--- src/rtl/vga_sync_gen.sv ---
// -----------------------------------------------------------------------------
// vga_sync_gen
//
// Purpose
//   Raster timing generator for a VGA-style display. A clock divider produces
//   one pixel tick every CLK_DIV clk cycles. On each tick a column counter
//   (countH) advances, and a line counter (countV) advances when the column
//   counter wraps. The sync and visible-area flags are registered from the
//   same next-state values as the counters, so every output presented in a
//   given cycle describes the same (countH, countV) pixel.
//
// Parameters
//   CLK_DIV                    clk cycles per pixel (1..16)
//   H_VIS, H_FP, H_SYNC, H_BP  horizontal visible / front porch / sync / back
//                              porch widths, in pixels
//   V_VIS, V_FP, V_SYNC, V_BP  vertical equivalents, in lines
//
// Ports
//   clk          in   single clock, all state updates on its rising edge
//   rst          in   asynchronous, active-high reset
//   h_sinc       out  horizontal sync, active-low
//   v_sinc       out  vertical sync, active-low
//   countH[10:0] out  current pixel column, 0..H_TOT-1
//   countV[10:0] out  current line, 0..V_TOT-1
//   video_on     out  high while the current pixel is in the visible area
//   pix_tick     out  one-clk pulse; the counters advance at the end of it
//   frame_start  out  one-clk pulse in the first cycle at (0,0) after a
//                     wrap from the last pixel of the frame
// -----------------------------------------------------------------------------
module vga_sync_gen #(
   parameter int CLK_DIV = 2,
   parameter int H_VIS   = 640,
   parameter int H_FP    = 16,
   parameter int H_SYNC  = 96,
   parameter int H_BP    = 48,
   parameter int V_VIS   = 480,
   parameter int V_FP    = 10,
   parameter int V_SYNC  = 2,
   parameter int V_BP    = 33
) (
   input  logic        clk,
   input  logic        rst,
   output logic        h_sinc,
   output logic        v_sinc,
   output logic [10:0] countH,
   output logic [10:0] countV,
   output logic        video_on,
   output logic        pix_tick,
   output logic        frame_start
);

   // ---------------------------------------------------------------------------
   // Derived timing constants, all held at the 11-bit counter width so every
   // compare below is an 11-bit unsigned compare.
   // ---------------------------------------------------------------------------
   localparam int H_TOT_I = H_VIS + H_FP + H_SYNC + H_BP;
   localparam int V_TOT_I = V_VIS + V_FP + V_SYNC + V_BP;

   localparam logic [10:0] H_LAST     = 11'(H_TOT_I - 1);
   localparam logic [10:0] V_LAST     = 11'(V_TOT_I - 1);
   localparam logic [10:0] H_VIS_END  = 11'(H_VIS);
   localparam logic [10:0] V_VIS_END  = 11'(V_VIS);
   localparam logic [10:0] HS_FIRST   = 11'(H_VIS + H_FP);
   localparam logic [10:0] HS_LAST    = 11'(H_VIS + H_FP + H_SYNC - 1);
   localparam logic [10:0] VS_FIRST   = 11'(V_VIS + V_FP);
   localparam logic [10:0] VS_LAST    = 11'(V_VIS + V_FP + V_SYNC - 1);

   // A divide-by-1 still needs a 1-bit register to keep the code uniform.
   localparam int                DIV_W    = (CLK_DIV > 1) ? $clog2(CLK_DIV) : 1;
   localparam logic [DIV_W-1:0] DIV_LAST = DIV_W'(CLK_DIV - 1);

   // ---------------------------------------------------------------------------
   // Registers and wires
   // ---------------------------------------------------------------------------
   logic [DIV_W-1:0] r_div;
   logic             r_tick;
   logic [10:0]      r_h;
   logic [10:0]      r_v;
   logic             r_hs;
   logic             r_vs;
   logic             r_vid;
   logic             r_fs;

   logic             w_div_last;
   logic             w_h_last;
   logic             w_v_last;
   logic [10:0]      w_h_next;
   logic [10:0]      w_v_next;
   logic             w_hs_next;
   logic             w_vs_next;
   logic             w_vid_next;

   // ---------------------------------------------------------------------------
   // Pixel clock divider.
   // The tick is a registered copy of "divider at its last count", so after
   // reset release the first tick appears on the CLK_DIV-th rising edge and
   // the counters consume it on the following edge. With CLK_DIV = 1 the
   // divider never leaves 0 and the tick stays high from the first edge on.
   // ---------------------------------------------------------------------------
   assign w_div_last = (r_div == DIV_LAST);

   always_ff @(posedge clk or posedge rst) begin
      if (rst) begin
         r_div  <= '0;
         r_tick <= 1'b0;
      end else begin
         r_tick <= w_div_last;
         if (w_div_last) begin
            r_div <= '0;
         end else begin
            r_div <= r_div + DIV_W'(1);
         end
      end
   end

   // ---------------------------------------------------------------------------
   // Next raster position. The wrap tests use the last legal value, so a
   // counter can never be loaded with H_TOT or V_TOT.
   // ---------------------------------------------------------------------------
   assign w_h_last = (r_h == H_LAST);
   assign w_v_last = (r_v == V_LAST);

   always_comb begin
      w_h_next = r_h + 11'd1;
      w_v_next = r_v;
      if (w_h_last) begin
         w_h_next = 11'd0;
         if (w_v_last) begin
            w_v_next = 11'd0;
         end else begin
            w_v_next = r_v + 11'd1;
         end
      end
   end

   // Flags are decoded from the next position so that, once registered, they
   // line up with the counter values loaded on the same edge.
   always_comb begin
      w_hs_next  = ~((w_h_next >= HS_FIRST) && (w_h_next <= HS_LAST));
      w_vs_next  = ~((w_v_next >= VS_FIRST) && (w_v_next <= VS_LAST));
      w_vid_next = (w_h_next < H_VIS_END) && (w_v_next < V_VIS_END);
   end

   // ---------------------------------------------------------------------------
   // Raster counters and aligned output flags. Everything holds between
   // ticks; reset abandons the current line/frame at once.
   // Reset state describes pixel (0,0): outside both sync windows and visible.
   // ---------------------------------------------------------------------------
   always_ff @(posedge clk or posedge rst) begin
      if (rst) begin
         r_h   <= 11'd0;
         r_v   <= 11'd0;
         r_hs  <= 1'b1;
         r_vs  <= 1'b1;
         r_vid <= 1'b1;
      end else if (r_tick) begin
         r_h   <= w_h_next;
         r_v   <= w_v_next;
         r_hs  <= w_hs_next;
         r_vs  <= w_vs_next;
         r_vid <= w_vid_next;
      end
   end

   // ---------------------------------------------------------------------------
   // Frame start marker: set on the edge that wraps (H_TOT-1, V_TOT-1) to
   // (0,0), cleared on the next edge. The counters cannot wrap again on the
   // very next edge, so the pulse is exactly one clk wide even at CLK_DIV = 1.
   // Reset lands on (0,0) without a wrap and therefore never raises it.
   // ---------------------------------------------------------------------------
   always_ff @(posedge clk or posedge rst) begin
      if (rst) begin
         r_fs <= 1'b0;
      end else begin
         r_fs <= r_tick & w_h_last & w_v_last;
      end
   end

   // ---------------------------------------------------------------------------
   // Outputs
   // ---------------------------------------------------------------------------
   assign pix_tick    = r_tick;
   assign countH      = r_h;
   assign countV      = r_v;
   assign h_sinc      = r_hs;
   assign v_sinc      = r_vs;
   assign video_on    = r_vid;
   assign frame_start = r_fs;

endmodule

--- config.mk ---
export PLATFORM = sky130hd
export DESIGN_NAME = vga_sync_gen
export DESIGN_NICKNAME = d
export VERILOG_FILES = /design/src/rtl/vga_sync_gen.sv
export SDC_FILE = /design/constraint.sdc
export NUM_CORES = 1
export LEC_CHECK = 0
export ABC_AREA = 1
export CELL_PAD_IN_SITES_DETAIL_PLACEMENT = 0
export CELL_PAD_IN_SITES_GLOBAL_PLACEMENT = 1
export CORE_ASPECT_RATIO = 1.2
export CORE_MARGIN = 2
export CORE_UTILIZATION = 24
export DETAILED_ROUTE_END_ITERATION = 8
export PLACE_DENSITY = 0.54
export SLEW_MARGIN = 10
export SYNTH_ARGS = -nofsm -noshare
export SYNTH_HDL_FRONTEND = slang
export SYNTH_SLANG_ARGS = --single-unit
--- constraint.sdc ---
create_clock -name clk -period 2.4 [get_ports clk]
set_clock_uncertainty 0.1 [all_clocks]
set_input_delay 0.36 -clock clk [delete_from_list [all_inputs] [get_ports clk]]
set_output_delay 0.36 -clock clk [all_outputs]
set_load 0.02 [all_outputs]
After elaboration in Yosys (flattened, before gate mapping):

Index checks and enable logic that the tools add are counted.

* register bits: 28
* bits of input ports: 2
* output and inout port bits: 27
* word-level logic and storage cells: 30

* add/sub/neg operators: 3
* order comparisons: 6
* equality and inequality tests: 2
* mux-type cells: 4
* bitwise logic cells: 4
* reduce and logical (&&, ||, !) cells: 3

Operator list (number)
* $mux W11: 3
* $add A11 B1 Y11 const B: 2
* $eq A11 B10 Y1 const B: 2
* $ge A11 B10 Y1 const B: 1
* $ge A11 B9 Y1 const B: 1
* $le A11 B10 Y1 const B: 1
* $le A11 B9 Y1 const B: 1
* $lt A11 B10 Y1 const B: 1
* $lt A11 B9 Y1 const B: 1
* $logic_and A1 B1 Y1: 3
* $and A1 B1 Y1: 2
* $not A1 Y1: 2
* $add A1 B1 Y1 const B: 1
* $mux W1: 1

Longest topological paths before layout:

Gate-level depths: netlist (run 1).

* depth after elaboration: 6
* gate-level depth with buffers: 12
* gate-level depth less buffers: 12

Worst setup path after synthesis (run 1):

OpenSTA, ideal clock, no wires.

* kind: register to register
* start: register r_h[1], in the netlist countH[1]
* end: register r_vs, in the netlist v_sinc
* arrival time: 1665 ps
* setup slack: 556 ps
* stages on the path, launching flop included: 13
* clock period less this slack: 1844 ps
* cells stage by stage: dfrtp_1 -> ha_1 -> nand2_2 -> nor2_4 -> inv_2 -> nor2_8 -> nand2_2 -> nor2_4 -> nand2_2 -> nand2_1 -> nand2_1 -> nor2_2 -> a21oi_2

* cells in the longest elaborated chain, start to end: 5
* elaborated cells between the ends (all ways): 6
* those cells by class: order compare (2); eq/ne (1); mux (1); bitwise (1); reduce/logical (1)

RTL lines
* start: declaration: RTL line 77 `logic [10:0] r_h;`
* start signal: assignment: RTL line 157 `r_h <= w_h_next;`
* $eq A11 B10 Y1 (*): RTL line 120 `assign w_h_last = (r_h == H_LAST);`
* $mux W11 (*): RTL line 126 `if (w_h_last) begin`
* $ge A11 B9 Y1 or $le A11 B9 Y1 (tied branches): RTL line 140 `w_vs_next = ~((w_v_next >= VS_FIRST) && (w_v_next <= VS_LAST));`
* $logic_and A1 B1 Y1 (*): RTL line 140
* $not A1 Y1 (*): RTL line 140
* end signal: assignment: RTL line 160 `r_vs <= w_vs_next;`
* end: declaration: RTL line 80 `logic r_vs;`

Mark *: on every way between the ends. The rest lies on a longest branch, timed or not.
A chain may end at the register's enable or synchronous reset.

Worst setup path in the final report (run 1):

Same ends and word-level chain as after synthesis.

==> results.md, run 1 <==
- DP HPWL: approximately 4400 um
- Worst Path Arrival: 2.06 ns
- Core region area: about 7700 um2
- Largest buffer count on any clock path: 2
- Initial standard-cell utilization of the core: 24.6%
- Hold buffers post-CTS: 0
- Sequential element share of the synthesized area: 37.4%
- Family of cells with the greatest summed delay on the critical path: simple AND/OR/NAND/NOR gates
- Number of warnings reported in the yosys synthesis log: 0
- I/O pin cnt: 29
- Max Fclk: approximately 510 MHz
- Met3 wire len: between 150 and 200 um
- Gate count of the mapped netlist: 277
- Antenna cells: 0
- RSZ-0062 raised after global routing: false
- Deepest level of the CTS H-tree: 1
- Antenna Nets Post-Route: 0
- Slew Limit Fails: 0
- Violation count after the first detailed-route iteration: between 70 and 80
- Post-synthesis net count: 283
- Number of antenna violations at the first check in global routing: 0
- Die Y: 101 um
- Sort of element at the start of the critical path: flip-flop
- CTS Buf Count: 3
- Final count of hold timing violations: 0
- Hold Slack: 0.287 ns
- Vias post-DR: 1,839
- Number of sinks handled by clock tree synthesis: 28
- Area enclosed by the die boundary: 8580 um2
- Max-Cap Viols: 0
- Crit. End Element: flip-flop
- Number of enable flip-flop cells after synthesis: 0
- Root Driver: clkbuf_8
- Final estimated routing congestion in global placement: 0.789
- Largest driver fanout on the critical path: 7
- Final net count: 317
- Cell area after synthesis: 1880 um2
- Cells traversed along the worst timing path: ha_1, nand2_2, nor2_4, inv_2, nor2_8, nand3_1, o21ai_1, nand2_1, nor2_2, a21oi_2
- Average footprint of a synthesized cell: 6.80 um2
- Number of gates resized after cts: 0
- Final Util: between 30% and 40%
- Clock-pin slew on the worst setup and hold paths: 0.10 ns
- Number of distinct library cells after synthesis: 29
- Mean routed wirelength per cell: 13.9 um
- Total of flip-flops plus latches after synthesis: 28
- Placement row count: 35
- IR Drop Worst-Case VDD: 0.162 mV
- Number of DRC violations after detailed routing: 0
- Fraction of the cycle the final worst path needs: 81.1%
- Slowest cell on the critical path: dfrtp_1
- Total congestion overflow after global routing: 0
- Power Dens Cells: 333 nW/um2
- GRT Resource Usage Total: 14.0%
- Sum of routed wire length over all layers: 5590 um
- Met1 wire length: approximately 2400 um
- Wire length of the first global-routing pass: 9510 um
- Setup-violating endpoint count in the final report: 0
- Port Buffers: 28
- Pin count of the biggest net entering global routing: 29
- Number of buffers inserted by post-CTS setup repair: 0
- Main flop type after synthesis: dfrtp_1
- Highest layer used for signal routing: met4
- P_leak: approximately 1.1 nW
- CTS tree: yes
- Average via count per standard cell: 4.57
- Transition at the pin with the smallest max-transition slack: 0.401 ns
- Die outline width: approximately 85 um
- Leading cell types by total area after synthesis: dfrtp_1 (33%), nand2_1 (17%), inv_1 (7.2%)
- Leading area contributor after synthesis: dfrtp_1
- Class of the worst hold path: flip-flop to flip-flop
- Clock network latency to the later pin of the worst-skew pair: 0.28 ns
- Buf+Inv Stages, Crit Path: 1
- Post-route insts no fill: 402
- Required time at the worst-slack endpoint: 2.52 ns
- Number of detailed-routing iterations run before antenna repair: 4
- Top library cells by usage in the layout, fill and taps aside: nand2_1 (85), inv_1 (36), nor2_1 (34)
- Largest stage delay, worst path: around 0.43 ns
- Worst setup path category: flip-flop to flip-flop
- Run status: completed
- Number of global-route vias before repair: 1,920
- Number of placed cells counting well taps: roughly 400
- Syn-to-layout area delta: 25.0%
- Slew margin rel.: 73.3%
- Post-synth top area share: around a third
- Routed wl met2: between 2000 and 3000 um
- Most frequent standard cell in the layout excluding fill and tap cells: nand2_1
- Aggregate negative setup slack: 0 ns
- Final critical delay including setup and external delays: 1.95 ns
- Async set-reset flop share out of synthesis: 100%
- Fraction of final layout cells sized beyond drive strength 1: under 10%
==> metal layers <==
metal	vias to the layer above	GRT usage, %
li1	944	-
met1	842	15.8
met2	40	26.3
met3	13	1.97
met4	0	5.98
met5	-	0
==> registers in the layout (all words and copies together) (netlist names) <==
name,cells
countH,11
countV,11
frame_start,1
h_sinc,1
pix_tick,1
r_div,1
v_sinc,1
video_on,1
==> path summary, 6_finish.rpt <==
path | from | endpoint | slack [ns] | cells after the start
max | countH[1]$_DFFE_PP0P_ | v_sinc$_DFFE_PP1P_ | 0.45 | 10
max reg2reg | countH[1]$_DFFE_PP0P_ | v_sinc$_DFFE_PP1P_ | 0.45 | 10
max in group asynchronous | rst | h_sinc$_DFFE_PP1P_ | 1.52 | 3
min reg2reg | r_div$_DFF_PP0_ | pix_tick$_DFF_PP0_ | 0.29 | 0
min in group asynchronous | rst | countV[0]$_DFFE_PP0P_ | 0.34 | 3
min | r_div$_DFF_PP0_ | pix_tick$_DFF_PP0_ | 0.29 | 0
==> worst reg2reg max path, stage by stage, from the launching register on <==
cell     delay, ns
dfrtp_1       0.43
ha_1          0.22
nand2_2       0.11
nor2_4        0.17
inv_2         0.09
nor2_8        0.16
nand3_1       0.11
o21ai_1       0.18
nand2_1       0.09
nor2_2        0.16
a21oi_2       0.07
==> cell usage after synthesis, types with 4 or more instances <==
master	instances
o22ai_1	4
inv_1	36
o21ai_1	5
dfrtp_1	25
nand3_1	19
ha_1	4
o21ai_0	16
nor2_1	34
nand2_1	85
nand4_1	7
xor2_1	4
==> through the flow <==
| stage | total power, mW | worst slack, ns | cell area [um2] |
|---|---|---|---|
| after global placement | 0.495 | 0.479 | 2300 |
| final | 0.785 | 0.454 | 2360 |
| after detailed placement | 0.495 | 0.462 | 2300 |
| after floorplan | 0.488 | 0.556 | 1880 |
| after CTS | 0.806 | 0.429 | 2360 |
| after global routing | 0.831 | 0.259 | 2360 |
==> power breakdown <==
group / internal [mW] / switching, mW
clock: 0.147 / 0.153
sequential: 0.472 / 0
combinational: 0.00260 / 0.0101
==> cell type report <==
cell class | count | area [um2]
Inverter | 41 | 154
Clock buffer | 4 | 55.1
Fill cell | 816 | 5310
Multi-Input combinational cell | 204 | 1010
Timing Repair Buffer | 33 | 318
Sequential cell | 28 | 704
Tap cell | 92 | 115
==> cell families (layout without fill, tap and decap cells) <==
| group | after synthesis | after routing | share of synthesized area [%] |
|---|---|---|---|
| AND/OR/NAND/NOR | 162 | 162 | 38.8 |
| buffers and inverters | 45 | 78 | 9.03 |
| AO/OA/AOI/OAI | 33 | 33 | 9.76 |
| flip-flops | 28 | 28 | 37.4 |
| XOR/XNOR | 5 | 5 | 2.32 |
| adder cells (fa/ha/maj) | 4 | 4 | 2.66 |
Note: power is estimated with default switching activity, not from simulation.
==> run 2, diff against run 1 <==
- PLACE_DENSITY: 0.54 -> 0.56
- clock period: 2.4 -> 1.6 ns (I/O delays scaled with it)
==> run 2 against run 1 <==
- the run now ends with negative setup slack left
- global-route usage increased by 0.47 points
- combinational power increased by 83%
- count of clock-buffer cells in the layout decreased by 1
- die area unchanged
- highest routed layer unchanged
==> results.md, run 2 (synthesis results as in run 1) <==
- Slew margin rel.: 78.5%
- Setup-violating endpoint count in the final report: 12
- Antenna Nets Post-Route: 0
- Class of the worst hold path: input port to asynchronous set/reset pin
- Max Fclk: 586 MHz
- Antenna cells: 0
- Mean routed wirelength per cell: 12.9 um
- Largest driver fanout on the critical path: 7
- RSZ-0062 raised after global routing: true
- Hold Slack: 0.167 ns
- Root Driver: clkbuf_8
- Largest stage delay, worst path: 0.42 ns
- Number of global-route vias before repair: 2,038
- Pin count of the biggest net entering global routing: 29
- Sort of element at the start of the critical path: flip-flop
- Sequential share of power: 53.5%
- Average via count per standard cell: 4.43
- Number of antenna violations at the first check in global routing: 0
- Sw Share: 20.6%
- Most frequent standard cell in the layout excluding fill and tap cells: nand2_1
- Violation count after the first detailed-route iteration: 44
- I/O pin cnt: 29
- Area enclosed by the die boundary: 8580 um2
- Largest buffer count on any clock path: 2
- Sequential cell area: between 700 and 800 um2
- Switching pwr: 272 uW
- Slew Limit Fails: 0
- Die outline width: 84.9 um
- Clock share of power: 44.8%
- Internal power: 1.05 mW
- Required time at the worst-slack endpoint: between 1.5 and 2 ns
- Crit path top cell by count: nand2_1
- Final count of hold timing violations: 0
- Placement row count: 35
- Slowest cell on the critical path: dfrtp_2
- Violated checks: negative setup slack
- Syn-to-layout area delta: 59.2%
- Final net count: 374
- Top library cells by usage in the layout, fill and taps aside: nand2_1 (74), buf_4 (53), inv_1 (33)
- Crit. End Element: flip-flop
- Wire length of the first global-routing pass: 9920 um
- GRT Resource Usage Total: 14.5%
- Worst setup slack after layout: -0.105 ns
- Worst setup path category: flip-flop to flip-flop
- Area used by multi-input combinational logic: 1180 um2
- Total congestion overflow after global routing: 0
- Deepest level of the CTS H-tree: 1
- Max-Cap Viols: 0
- CTS Buf Count: 3
- DP HPWL: 4710 um
- Final critical delay including setup and external delays: 1.71 ns
- Number of DRC violations after detailed routing: 0
- Fraction of final layout cells sized beyond drive strength 1: 35.1%
- Run status: finished, violations left
- Sum of routed wire length over all layers: 5930 um
- Worst Path Arrival: 1.84 ns
- Final estimated routing congestion in global placement: 0.850
- Port Buffers: 28
- Clock-pin slew on the worst setup and hold paths: 0.11 ns
- Final Util: 39.2%
- CTS tree: yes
- Initial standard-cell utilization of the core: approximately a quarter
- IR Drop Worst-Case VDD: between 0.2 and 0.3 mV
- Crit path launch: countH[0]$_DFFE_PP0P_
- Core region area: 7660 um2
- Vias post-DR: 2,033
- Die Y: roughly 100 um
- Crit Reg-Reg Startpoint: countH[0]$_DFFE_PP0P_
- Share of total power in combinational logic: under 10%
- Number of detailed-routing iterations run before antenna repair: 4
- Fraction of the cycle the final worst path needs: 107%
- Clock network latency to the later pin of the worst-skew pair: approximately 0.29 ns
- Number of sinks handled by clock tree synthesis: 28
- Cells traversed along the worst timing path: ha_4, nand2_4, nor2_4, inv_2, nor2_8, buf_4, nor2_4, nand2_1, nand2_1, nand2_1, nor2_2, a21oi_2
- Transition at the pin with the smallest max-transition slack: about 0.32 ns
- Power Dens Cells: 441 nW/um2
- Layout filler cell count: 815
- P_leak: 1.55 nW
run 2: cell count changes in the layout (fill, tap and decap cells not counted), sizes merged:
cell,previous run,this run
buf,5,63
clkdlybuf4s50,28,1
dlygate4sd2,0,25
bufinv,0,1
clkbuf,4,3
dlymetal6s2s,0,1
run 2: worst max-delay path, delay by kind of cell, from the launching register on:
kind	cells	cell delay, ns
buf+inv	2	0.24
fa+ha+maj	1	0.15
flops	1	0.42
simple gates	8	0.63
compound gates	1	0.12
run 2: timing repair:
action,4_1_cts,5_1_grt
pin swaps,23,18
endpoints found under the setup margin,40,23
endpoints found under the hold margin,0,0
gates resized for setup,70,15
hold buffers,0,0
setup buffers,1,3
run 2: final cells by class:
class	count	share of cell area, %
Multi-Input combinational cell	204	39.4
Inverter	41	5.21
Tap cell	92	3.84
Timing Repair Buffer	90	25.4
Clock inverter	1	1.00
Sequential cell	28	23.8
Clock buffer	3	1.38
run 2: worst paths after layout:
path                                               to  slack [ns]  cells after the start
max in group asynchronous        video_on$_DFFE_PP1P_        0.98                      3
worst min register to register     pix_tick$_DFF_PP0_        0.29                      0
worst max-delay path               v_sinc$_DFFE_PP1P_       -0.11                     12
worst max register to register     v_sinc$_DFFE_PP1P_       -0.11                     12
worst min-delay path            countV[2]$_DFFE_PP0P_        0.17                      3
min in group clk                   pix_tick$_DFF_PP0_        0.29                      0
run 2: layer usage:
metal | wire length, um | global-route usage [%] | vias to the layer above
met5 | 0 | 0 | -
met4 | 78 | 4.27 | 0
li1 | - | - | 1062
met1 | 2500 | 16.7 | 942
met2 | 3220 | 28.1 | 23
met3 | 127 | 1.47 | 6
run 2: through the flow:
stage | TNS [ns] | total power, mW | cells | instance area, um2 | worst slack (ns)
5_1_grt | -2.80 | 1.36 | 459 | 3000 | -0.261
3_3_place_gp | -0.667 | 0.746 | 451 | 2750 | -0.191
6_report | -0.826 | 1.32 | 459 | 3000 | -0.105
4_1_cts | -1.24 | 1.34 | 456 | 2940 | -0.201
2_1_floorplan | -0.0729 | 0.732 | 277 | 1920 | -0.0500
3_5_place_dp | -0.686 | 0.746 | 451 | 2750 | -0.187
run 2: power by group through the flow:
stage / Sequential [mW] / Clock, mW / Combinational, mW
6_report: 0.708 / 0.593 / 0.0232
5_1_grt: 0.708 / 0.624 / 0.0269
4_1_cts: 0.708 / 0.607 / 0.0249
3_5_place_dp: 0.721 / 0 / 0.0249
3_3_place_gp: 0.721 / 0 / 0.0249
2_1_floorplan: 0.721 / 0 / 0.0104
==> run 3, diff against run 2 <==
- CORE_UTILIZATION: 24 -> 41
- PLACE_DENSITY: 0.56 -> 0.85
- clock period: 1.6 -> 2.1 ns (I/O delays scaled with it)
==> run 3 against run 2 <==
- the flow now finishes without violations
- non-clock buffer count down 57
- sequential power down 24%
- sequential cell count unchanged
- global-route usage up 5.3 points
- wire length down 20%
- cell count down 20%
==> results.md, run 3 (synthesis results as in run 1) <==
- Run status: completed
- Number of sinks handled by clock tree synthesis: 28
- Sort of element at the start of the critical path: flip-flop
- Slowest cell on the critical path: dfrtp_1
- Die Y: 78.3 um
- End point of the worst hold path: pix_tick$_DFF_PP0_
- Top library cells by usage in the layout, fill and taps aside: nand2_1 (85), inv_1 (36), nor2_1 (34)
- Placement row count: 27
- Average via count per standard cell: ~4.9
- Largest buffer count on any clock path: 2
- Setup slack of the most critical reg-to-reg path: 0.19 ns
- Antenna Nets Post-Route: 0
- Final count of hold timing violations: 0
- Number of detailed-routing iterations run before antenna repair: 4
- Wire length of the first global-routing pass: 8070 um
- Root Driver: clkbuf_8
- Worst Path Arrival: 2.03 ns
- Vias post-DR: approximately 1.8k
- Internal power: 710 uW
- Core region area: 4490 um2
- Final estimated routing congestion in global placement: roughly 0.9
- Syn-to-layout area delta: 22.8%
- Crit Reg-Reg Startpoint: countH[1]$_DFFE_PP0P_
- Class of the worst hold path: flip-flop to flip-flop
- Fraction of final layout cells sized beyond drive strength 1: 9.35%
- Final net count: 317
- Pin count of the biggest net entering global routing: 29
- Largest stage delay, worst path: 0.43 ns
- Number of DRC violations after detailed routing: 0
- Die outline width: 65.9 um
- Post-place instance area: 2260 um2
- Transition at the pin with the smallest max-transition slack: a little under 0.4 ns
- Max-Cap Viols: 0
- Final critical delay including setup and external delays: 1.91 ns
- Largest driver fanout on the critical path: 7
- Number of global-route vias before repair: 1,730
- Crit path top cell by count: nand2_1
- Sequential share of power: 60.3%
- CTS Buf Count: 3
- RSZ-0062 raised after global routing: false
- GRT Resource Usage Total: 19.8%
- Antenna cells: 0
- Worst setup path category: flip-flop to flip-flop
- P_leak: 1.09 nW
- R2R Path End: v_sinc$_DFFE_PP1P_
- I/O pin cnt: 29
- Setup-violating endpoint count in the final report: 0
- Worst Hold Launch: r_div$_DFF_PP0_
- Sum of routed wire length over all layers: 4730 um
- Switching pwr: between 150 and 200 uW
- IR Drop Worst-Case VDD: 0.224 mV
- Power Dens Cells: 386 nW/um2
- DP HPWL: between 3000 and 4000 um
- Aggregate negative setup slack: 0 ns
- Number of gates resized after cts: 0
- Hold buffers post-CTS: 0
- Family of cells with the greatest summed delay on the critical path: simple AND/OR/NAND/NOR gates
- Fraction of the cycle the final worst path needs: 91.1%
- Deepest level of the CTS H-tree: 1
- Max Fclk: 523 MHz
- Violation count after the first detailed-route iteration: roughly 130
- Port Buffers: 28
- Cells traversed along the worst timing path: ha_1, nand2_2, nor2_4, inv_2, nor2_8, nor2_1, nand2_1, nand2_1, nand2_1, nor2_2, a21oi_2
- Clock network latency to the later pin of the worst-skew pair: 0.28 ns
- Area enclosed by the die boundary: 5160 um2
- Mean routed wirelength per cell: around 13 um
- Number of antenna violations at the first check in global routing: 0
- Buf+Inv Stages, Crit Path: 1
- Register-to-Register Path Depth: 11
- Final Util: 51.5%
- Sw Share: 20.5%
- WHS Path Cells: 0
- Number of buffers inserted by post-CTS setup repair: 0
- Most frequent standard cell in the layout excluding fill and tap cells: nand2_1
- Slew Limit Fails: 0
- Slew margin rel.: 73.5%
- Initial standard-cell utilization of the core: approximately two fifths
- Design area: between 2000 and 2500 um2
- CTS tree: yes
- Crit. End Element: flip-flop
- Clock-pin slew on the worst setup and hold paths: 0.10 ns
- Required time at the worst-slack endpoint: roughly 2.2 ns
- Share of total power in combinational logic: approximately 1.5%
- Clock share of power: 38.1%
- Total congestion overflow after global routing: 0
[run 3: changes by cell type in the layout (fill, tap and decap cells not counted), moves of 4 or more]
cell / delta
dlygate4sd2_1: -25
buf_4: -48
o21ai_0: +7
nand2_1: +11
clkdlybuf4s50_1: +27
o21ai_2: -4
nand2_2: -8
nor2_1: +6
buf_6: -9
dfrtp_2: -7
nand3_1: +5
dfrtp_1: +7
nand3_2: -5
[run 3: area by class of cell]
cell class,instances,area [um2]
fill,465,2180
multi-input combinational,204,1010
sequential,28,704
timing repair buffer,33,318
inverter,41,154
tap,58,72.6
clock buffer,4,55.1
[run 3: worst max path at each step]
stage | from | end | slack [ns] | cells past startpoint
global placement | countH[1]$_DFFE_PP0P_ | v_sinc$_DFFE_PP1P_ | 0.19 | 11
finish | countH[1]$_DFFE_PP0P_ | v_sinc$_DFFE_PP1P_ | 0.19 | 11
detailed placement | countH[1]$_DFFE_PP0P_ | v_sinc$_DFFE_PP1P_ | 0.16 | 11
floorplan | countH[1]$_DFFE_PP0P_ | v_sinc$_DFFE_PP1P_ | 0.26 | 12
global route | countH[1]$_DFFE_PP0P_ | video_on$_DFFE_PP1P_ | 0.04 | 11
CTS | countH[1]$_DFFE_PP0P_ | v_sinc$_DFFE_PP1P_ | 0.14 | 11
[run 3: metrics by stage]
stage               total power, mW  std cells  setup WS [ns]  hold slack (ns)
floorplan                     0.557        277          0.256            0.254
global placement              0.564        364          0.185            0.263
detailed placement            0.565        364          0.165            0.267
CTS                           0.910        368          0.145            0.290
global route                  0.928        368         0.0363            0.295
finish                        0.893        368          0.188            0.285
[run 3: worst register-to-register path: stages (launching register included)]
cell,delay (ns)
dfrtp_1,0.43
ha_1,0.23
nand2_2,0.14
nor2_4,0.07
inv_2,0.10
nor2_8,0.07
nor2_1,0.32
nand2_1,0.09
nand2_1,0.08
nand2_1,0.06
nor2_2,0.10
a21oi_2,0.06
[run 3: routing by layer]
| metal | share of wire (%) | wire, um | track usage (%) | vias to the layer above |
|---|---|---|---|---|
| met4 | 0.91 | 43 | 4.58 | 0 |
| li1 | - | - | - | 943 |
| met2 | 50 | 2390 | 35.2 | 32 |
| met5 | 0 | 0 | 0 | - |
| met1 | 46 | 2190 | 25.9 | 831 |
| met3 | 2.4 | 115 | 1.29 | 5 |
[run 3: power groups by stage]
| stage | logic (mW) | registers, mW | clock network, mW |
|---|---|---|---|
| after floorplan | 0.00794 | 0.549 | 0 |
| final | 0.0138 | 0.539 | 0.341 |
| after global routing | 0.0168 | 0.539 | 0.372 |
| after detailed placement | 0.0152 | 0.549 | 0 |
| after global placement | 0.0149 | 0.549 | 0 |
| after CTS | 0.0151 | 0.539 | 0.355 |
